**src/rtl/thread_issue_sched.sv**
```systemverilog
// Multithreaded issue scheduler: per-thread fetch FIFOs, round-robin pick onto a
// registered decode output that holds under stall, with per-thread branch blocking.
module thread_issue_sched #(
    parameter int NUM_THREADS = 4,
    parameter int XLEN        = 32,
    parameter int FIFO_DEPTH  = 2,
    parameter int TID_W       = $clog2(NUM_THREADS)
) (
    input  logic                        clk,
    input  logic                        rst,
    input  logic [NUM_THREADS-1:0]      fetch_valid_i,
    input  logic [NUM_THREADS*32-1:0]   fetch_instr_i,
    input  logic [NUM_THREADS*XLEN-1:0] fetch_pc_i,
    output logic [NUM_THREADS-1:0]      fetch_ready_o,
    input  logic                        stall_i,
    output logic                        issue_valid_o,
    output logic [31:0]                 issue_instr_o,
    output logic [XLEN-1:0]             issue_pc_o,
    output logic [TID_W-1:0]            issue_thread_id_o,
    input  logic                        resolve_valid_i,
    input  logic [TID_W-1:0]            resolve_tid_i,
    input  logic [NUM_THREADS-1:0]      flush_i,
    output logic [NUM_THREADS-1:0]      blocked_o
);
    localparam int PTR_W = (FIFO_DEPTH > 1) ? $clog2(FIFO_DEPTH) : 1;
    localparam int CNT_W = $clog2(FIFO_DEPTH) + 1;
    localparam logic [CNT_W-1:0] FULL_CNT = CNT_W'(FIFO_DEPTH);
    localparam logic [PTR_W-1:0] LAST_PTR = PTR_W'(FIFO_DEPTH - 1);

    logic [31:0]      instr_mem_q [NUM_THREADS][FIFO_DEPTH];
    logic [31:0]      instr_mem_d [NUM_THREADS][FIFO_DEPTH];
    logic [XLEN-1:0]  pc_mem_q    [NUM_THREADS][FIFO_DEPTH];
    logic [XLEN-1:0]  pc_mem_d    [NUM_THREADS][FIFO_DEPTH];
    logic [PTR_W-1:0] wr_ptr_q [NUM_THREADS], wr_ptr_d [NUM_THREADS];
    logic [PTR_W-1:0] rd_ptr_q [NUM_THREADS], rd_ptr_d [NUM_THREADS];
    logic [CNT_W-1:0] cnt_q    [NUM_THREADS], cnt_d    [NUM_THREADS];

    logic [NUM_THREADS-1:0] blocked_q, blocked_d;
    logic [TID_W-1:0]       rr_ptr_q, rr_ptr_d;
    logic                   issue_valid_q, issue_valid_d;
    logic [31:0]            issue_instr_q, issue_instr_d;
    logic [XLEN-1:0]        issue_pc_q, issue_pc_d;
    logic [TID_W-1:0]       issue_tid_q, issue_tid_d;

    logic [NUM_THREADS-1:0] eligible, push, pop;
    logic                   load, grant_vld;
    logic [TID_W-1:0]       grant_tid, cand_tid;
    logic [31:0]            head_instr;
    logic [XLEN-1:0]        head_pc;

    function automatic logic is_ctrl_flow(input logic [31:0] instr);
        return (instr[6:0] == 7'b1101111) || (instr[6:0] == 7'b1100111) ||
               (instr[6:0] == 7'b1100011);
    endfunction

    function automatic logic [PTR_W-1:0] ptr_inc(input logic [PTR_W-1:0] p);
        return (p == LAST_PTR) ? '0 : p + 1'b1;
    endfunction

    // A flushing thread is neither eligible nor ready, so its push is dropped.
    always_comb begin
        fetch_ready_o = '0;
        eligible      = '0;
        for (int t = 0; t < NUM_THREADS; t++) begin
            fetch_ready_o[t] = !rst && !flush_i[t] && (cnt_q[t] != FULL_CNT);
            eligible[t]      = (cnt_q[t] != '0) && !blocked_q[t] && !flush_i[t];
        end
    end

    assign load = !issue_valid_q || !stall_i;

    always_comb begin
        grant_vld = 1'b0;
        grant_tid = '0;
        cand_tid  = '0;
        for (int i = 0; i < NUM_THREADS; i++) begin
            cand_tid = rr_ptr_q + TID_W'(i);
            if (!grant_vld && eligible[cand_tid]) begin
                grant_vld = 1'b1;
                grant_tid = cand_tid;
            end
        end
    end

    assign head_instr = instr_mem_q[grant_tid][rd_ptr_q[grant_tid]];
    assign head_pc    = pc_mem_q[grant_tid][rd_ptr_q[grant_tid]];

    always_comb begin
        push        = '0;
        pop         = '0;
        instr_mem_d = instr_mem_q;
        pc_mem_d    = pc_mem_q;
        wr_ptr_d    = wr_ptr_q;
        rd_ptr_d    = rd_ptr_q;
        cnt_d       = cnt_q;
        for (int t = 0; t < NUM_THREADS; t++) begin
            push[t] = fetch_valid_i[t] && fetch_ready_o[t];
            pop[t]  = load && grant_vld && (grant_tid == TID_W'(t));
            if (push[t]) begin
                instr_mem_d[t][wr_ptr_q[t]] = fetch_instr_i[32*t +: 32];
                pc_mem_d[t][wr_ptr_q[t]]    = fetch_pc_i[XLEN*t +: XLEN];
                wr_ptr_d[t]                 = ptr_inc(wr_ptr_q[t]);
            end
            if (pop[t]) rd_ptr_d[t] = ptr_inc(rd_ptr_q[t]);
            cnt_d[t] = cnt_q[t] + CNT_W'(push[t]) - CNT_W'(pop[t]);
            if (flush_i[t]) begin
                wr_ptr_d[t] = '0;
                rd_ptr_d[t] = '0;
                cnt_d[t]    = '0;
            end
        end
    end

    // Resolve clears first so a same-cycle control-flow grant keeps the thread blocked.
    always_comb begin
        issue_valid_d = issue_valid_q;
        issue_instr_d = issue_instr_q;
        issue_pc_d    = issue_pc_q;
        issue_tid_d   = issue_tid_q;
        rr_ptr_d      = rr_ptr_q;
        blocked_d     = blocked_q;
        if (resolve_valid_i) blocked_d[resolve_tid_i] = 1'b0;
        if (load) begin
            issue_valid_d = grant_vld;
            if (grant_vld) begin
                issue_instr_d = head_instr;
                issue_pc_d    = head_pc;
                issue_tid_d   = grant_tid;
                rr_ptr_d      = grant_tid + 1'b1;
                if (is_ctrl_flow(head_instr)) blocked_d[grant_tid] = 1'b1;
            end
        end else if (flush_i[issue_tid_q]) begin
            issue_valid_d = 1'b0;
        end
        blocked_d = blocked_d & ~flush_i;
    end

    always_ff @(posedge clk) begin
        if (rst) begin
            wr_ptr_q      <= '{default: '0};
            rd_ptr_q      <= '{default: '0};
            cnt_q         <= '{default: '0};
            blocked_q     <= '0;
            rr_ptr_q      <= '0;
            issue_valid_q <= 1'b0;
            issue_instr_q <= '0;
            issue_pc_q    <= '0;
            issue_tid_q   <= '0;
        end else begin
            wr_ptr_q      <= wr_ptr_d;
            rd_ptr_q      <= rd_ptr_d;
            cnt_q         <= cnt_d;
            blocked_q     <= blocked_d;
            rr_ptr_q      <= rr_ptr_d;
            issue_valid_q <= issue_valid_d;
            issue_instr_q <= issue_instr_d;
            issue_pc_q    <= issue_pc_d;
            issue_tid_q   <= issue_tid_d;
        end
    end

    always_ff @(posedge clk) begin
        instr_mem_q <= instr_mem_d;
        pc_mem_q    <= pc_mem_d;
    end

    assign issue_valid_o     = issue_valid_q;
    assign issue_instr_o     = issue_instr_q;
    assign issue_pc_o        = issue_pc_q;
    assign issue_thread_id_o = issue_tid_q;
    assign blocked_o         = blocked_q;

endmodule

```
**config.mk**
```make
export PLATFORM = sky130hd
export DESIGN_NAME = thread_issue_sched
export DESIGN_NICKNAME = d
export VERILOG_FILES = /design/src/rtl/thread_issue_sched.sv
export SDC_FILE = /design/constraint.sdc
export NUM_CORES = 1
export LEC_CHECK = 0
export CAP_MARGIN = 5
export CORE_AREA = 2 2 168 293
export CTS_BUF_LIST = sky130_fd_sc_hd__clkbuf_16
export CTS_CLUSTER_DIAMETER = 120
export DETAILED_ROUTE_END_ITERATION = 6
export DIE_AREA = 0 0 170 295
export MAX_ROUTING_LAYER = met4
export PLACE_DENSITY = 0.77
export SLEW_MARGIN = 40
export SYNTH_ARGS = -nofsm -noshare
export SYNTH_HDL_FRONTEND = slang
export SYNTH_SLANG_ARGS = --single-unit
```
**constraint.sdc**
```tcl
create_clock -name clk -period 5.55 [get_ports clk]
set_input_delay 0.8325 -clock clk [delete_from_list [all_inputs] [get_ports clk]]
set_output_delay 0.8325 -clock clk [all_outputs]
set_load 0.02 [all_outputs]
```
==> impl_metrics.env <==
export IMPL_leakagePower_uw=0.00999
export IMPL_start_util_pct=49.6
export IMPL_drv_slew=0
export IMPL_worst_pin_slew_ns=0.816
export IMPL_start_kind="input port"
export IMPL_vias_per_cell=5.93
export IMPL_drtAntennaViolNets=0
export IMPL_wl_per_cell_um=24.2
export IMPL_clk_pin_slew_ns=0.06
export IMPL_antenna_found_initial=32
export IMPL_cts_hold_fix_buffers=0
export IMPL_cts_setup_buffers=0
export IMPL_critPathLaunch="flush_i[1]"
export IMPL_clkSinkCount=601
export IMPL_cp_max_fo=67
export IMPL_yosysSeqAreaShare_pct=72.4
export IMPL_grt_max_degree=114
export IMPL_status="finished, final reports clean"
export IMPL_critPathSlowestCell="buf_4"
export IMPL_first_pass_iters=5
export IMPL_drv_cap=0
export IMPL_syn2layout_area_growth_pct=24.7
export IMPL_cts_tree="done"
export IMPL_critPathKind="input port to flip-flop"
export IMPL_p_comb_share_pct=10.1
export IMPL_gp_congestion=0.907
export IMPL_grt_pass1_vias=16541
export IMPL_switchingPower_uw=2160
export IMPL_via_count=16459
export IMPL_p_clk_share_pct=36.5
export IMPL_syn_inst=1809
export IMPL_rr_startpoint="blocked_o[1]"
export IMPL_row_count=106
export IMPL_arrival_ns=4.52
export IMPL_finalSetupTns_ns=0
export IMPL_syn_area_sq_um=23700
export IMPL_setup_violations=0
export IMPL_synth_nets=2091
export IMPL_ys_seq_elements=601
export IMPL_post_cts_resize_count=0
export IMPL_synthArstFlopShare_pct=0
export IMPL_synth_edf_count=512
export IMPL_drive_gt1_share_pct=6.61
export IMPL_postSynthAreaPerCell_sq_um=13.1
export IMPL_worst_clock_skew_ns=0.0189
export IMPL_cts_made_buffers=51
export IMPL_crit_path_end_kind="flip-flop"
export IMPL_nNetsFinal=2388
export IMPL_first_iter_violations=1422
export IMPL_grt_pass1_wl_mm=97.3
export IMPL_fin_crit_ns=4.06
export IMPL_rsz0062_at_grt="no"
export IMPL_core_region_area_sq_um=47700
export IMPL_cp_required_ns=6.01
export IMPL_crit_chain="clkdlybuf4s50_1 -> or2_4 -> o221a_4 -> a211o_1 -> nand2_8 -> buf_4 -> ha_1 -> and2_1 -> ha_1 -> inv_1 -> ha_1 -> xor2_1 -> xnor2_1 -> nor2_1"
export IMPL_ctsHtreeMaxLevel=2
export IMPL_max_stage_delay_ns=0.66
export IMPL_holdCritStartpoint="issue_instr_o[28]"
export IMPL_yosys_warnings=0
export IMPL_path_common_cell="ha_1"
export IMPL_synth_cell_types=65
export IMPL_critPathTopFamily="buffers and inverters"
export IMPL_wl_mm=67.1
export IMPL_grt_util_all_layers_pct=27.0
export IMPL_powerDensity_nw_per_um2=322
export IMPL_die_w_um=170
export IMPL_period_share_pct=73.1
export IMPL_numPortBuffers=344
export IMPL_clk_path_buf_depth=3
export IMPL_power_frac_seq_pct=53.5
export IMPL_boundaryPins=345
export IMPL_gr_total_overflow=0
export IMPL_hp_class="flip-flop to flip-flop"
export IMPL_cts_root_buffer="clkbuf_16"
export IMPL_fmax_mhz=247
export IMPL_die_h_um=295
export IMPL_ys_flop_type="edfxtp_1"
export IMPL_slew_headroom_pct=45.5
export IMPL_p_int_uw=7340
export IMPL_dpl_hpwl_mm=40.9
export IMPL_hold_violations=0
export IMPL_path_buf_inv=3
export IMPL_dieArea_sq_um=50200
export IMPL_fin_util_pct=61.9
export IMPL_switching_share_pct=22.8
export IMPL_drc=0
export IMPL_clkLatencyLatePin_ns=0.58
export IMPL_ir_worst_vdd_mv=0.290
-- path summary, 6_finish.rpt --
| check | endpoint | slack [ns] | cells after the start |
|---|---|---|---|
| worst max-delay path | cnt_q[5] | 1.49 | 14 |
| worst min-delay path | issue_instr_o[28] | 0.50 | 2 |
| worst max register to register | cnt_q[5] | 1.91 | 13 |
| worst min register to register | issue_instr_o[28] | 0.50 | 2 |
-- cell families (layout without fill, tap and decap cells) --
| group | after synthesis | in the layout | share of synthesized area (%) |
|---|---|---|---|
| buffers and inverters | 152 | 490 | 2.68 |
| adders and majority gates | 12 | 12 | 0.634 |
| and+or+nand+nor | 715 | 715 | 13.4 |
| DFF | 601 | 601 | 72.4 |
| other | 0 | 33 | 0 |
| muxes | 7 | 7 | 0.370 |
| xor gates and xnor gates | 16 | 16 | 0.591 |
| AOI/OAI and AO/OA | 306 | 306 | 9.89 |
-- per-stage QoR --
step	worst slack, ns	hold WS, ns	power (uW)	cell area (sq um)	instances
after floorplan	0.585	0.481	5620	23700	1809
after global placement	0.888	0.482	6100	27800	2645
after global routing	1.29	0.515	9760	29500	2773
after detailed placement	0.956	0.493	6130	27800	2647
after CTS	1.53	0.502	9540	29400	2741
final	1.49	0.499	9500	29500	2774
-- cell type report --
class                   count  area (sq um)
fillers                  3578         18200
flip-flops and latches    601         17200
multi-input cells        1056          6010
repair buffers            379          3850
clock buffers              52          1300
well taps                 594           743
clock inverters            42           312
diodes                     33          82.6
inverters                  17          70.1
-- synthesized netlist by cell type (all sizes together) (12+ instances only) --
master / number / area, sq um
edfxtp: 512 / 15400
nand2: 369 / 1390
nand3: 141 / 711
a211oi: 121 / 908
nor2: 102 / 388
clkbuf: 95 / 357
dfxtp: 89 / 1780
and3: 72 / 460
a311oi: 60 / 526
a31oi: 59 / 369
buf: 40 / 215
inv: 17 / 63.8
o21ai: 14 / 73.8
ha: 12 / 150
xnor2: 12 / 105
-- metal layers --
layer | vias up | part of all wire, % | GRT usage (%)
li1 | 7441 | - | -
met1 | 8003 | 36 | 31.0
met2 | 838 | 51 | 44.6
met3 | 177 | 7.6 | 4.47
met4 | 0 | 5.2 | 16.4
met5 | - | 0 | -
-- sequential cells by signal, summed over array words and instances, names as in the netlist --
register and flops:
blocked_o 4, issue_pc_o 32, issue_valid_o 1, wr_ptr_q 4, cnt_q 8, rd_ptr_q 4, issue_thread_id_o 2, issue_instr_o 32
instr_mem_q 256, rr_ptr_q 2, pc_mem_q 256
-- tightest hold or removal path, stage by stage (launching register included) --
cell and delay (ns):
dfxtp_1 0.31, nor2_1 0.09, a211oi_1 0.05
-- cell usage in the layout, fill, tap and decap left out, types with 3 or more instances in the layout --
master,instances
a211oi_1,121
a21oi_1,11
a221oi_1,5
a311oi_1,60
a31oi_1,59
a32oi_1,4
and2_1,8
and3_1,70
buf_12,10
buf_4,21
buf_6,3
bufinv_16,4
clkbuf_16,52
clkdlybuf4s50_1,343
clkinv_1,12
clkinv_2,7
clkinvlp_4,5
dfxtp_1,89
diode_2,33
edfxtp_1,512
ha_1,12
inv_1,27
mux2i_1,5
nand2_1,368
nand3_1,140
nor2_1,92
nor2_4,9
nor4_1,9
o21ai_0,12
o31ai_1,3
o32ai_2,4
or2_2,4
xnor2_1,12
xor2_1,4
-- power groups by stage --
stage               combinational [uW]  clock [uW]  sequential [uW]
finish                             955        3470             5080
global route                      1020        3650             5090
CTS                                954        3510             5080
detailed placement                 948           0             5180
global placement                   924           0             5170
floorplan                          391           0             5230
No activity file was read; power rests on OpenSTA's default activity.
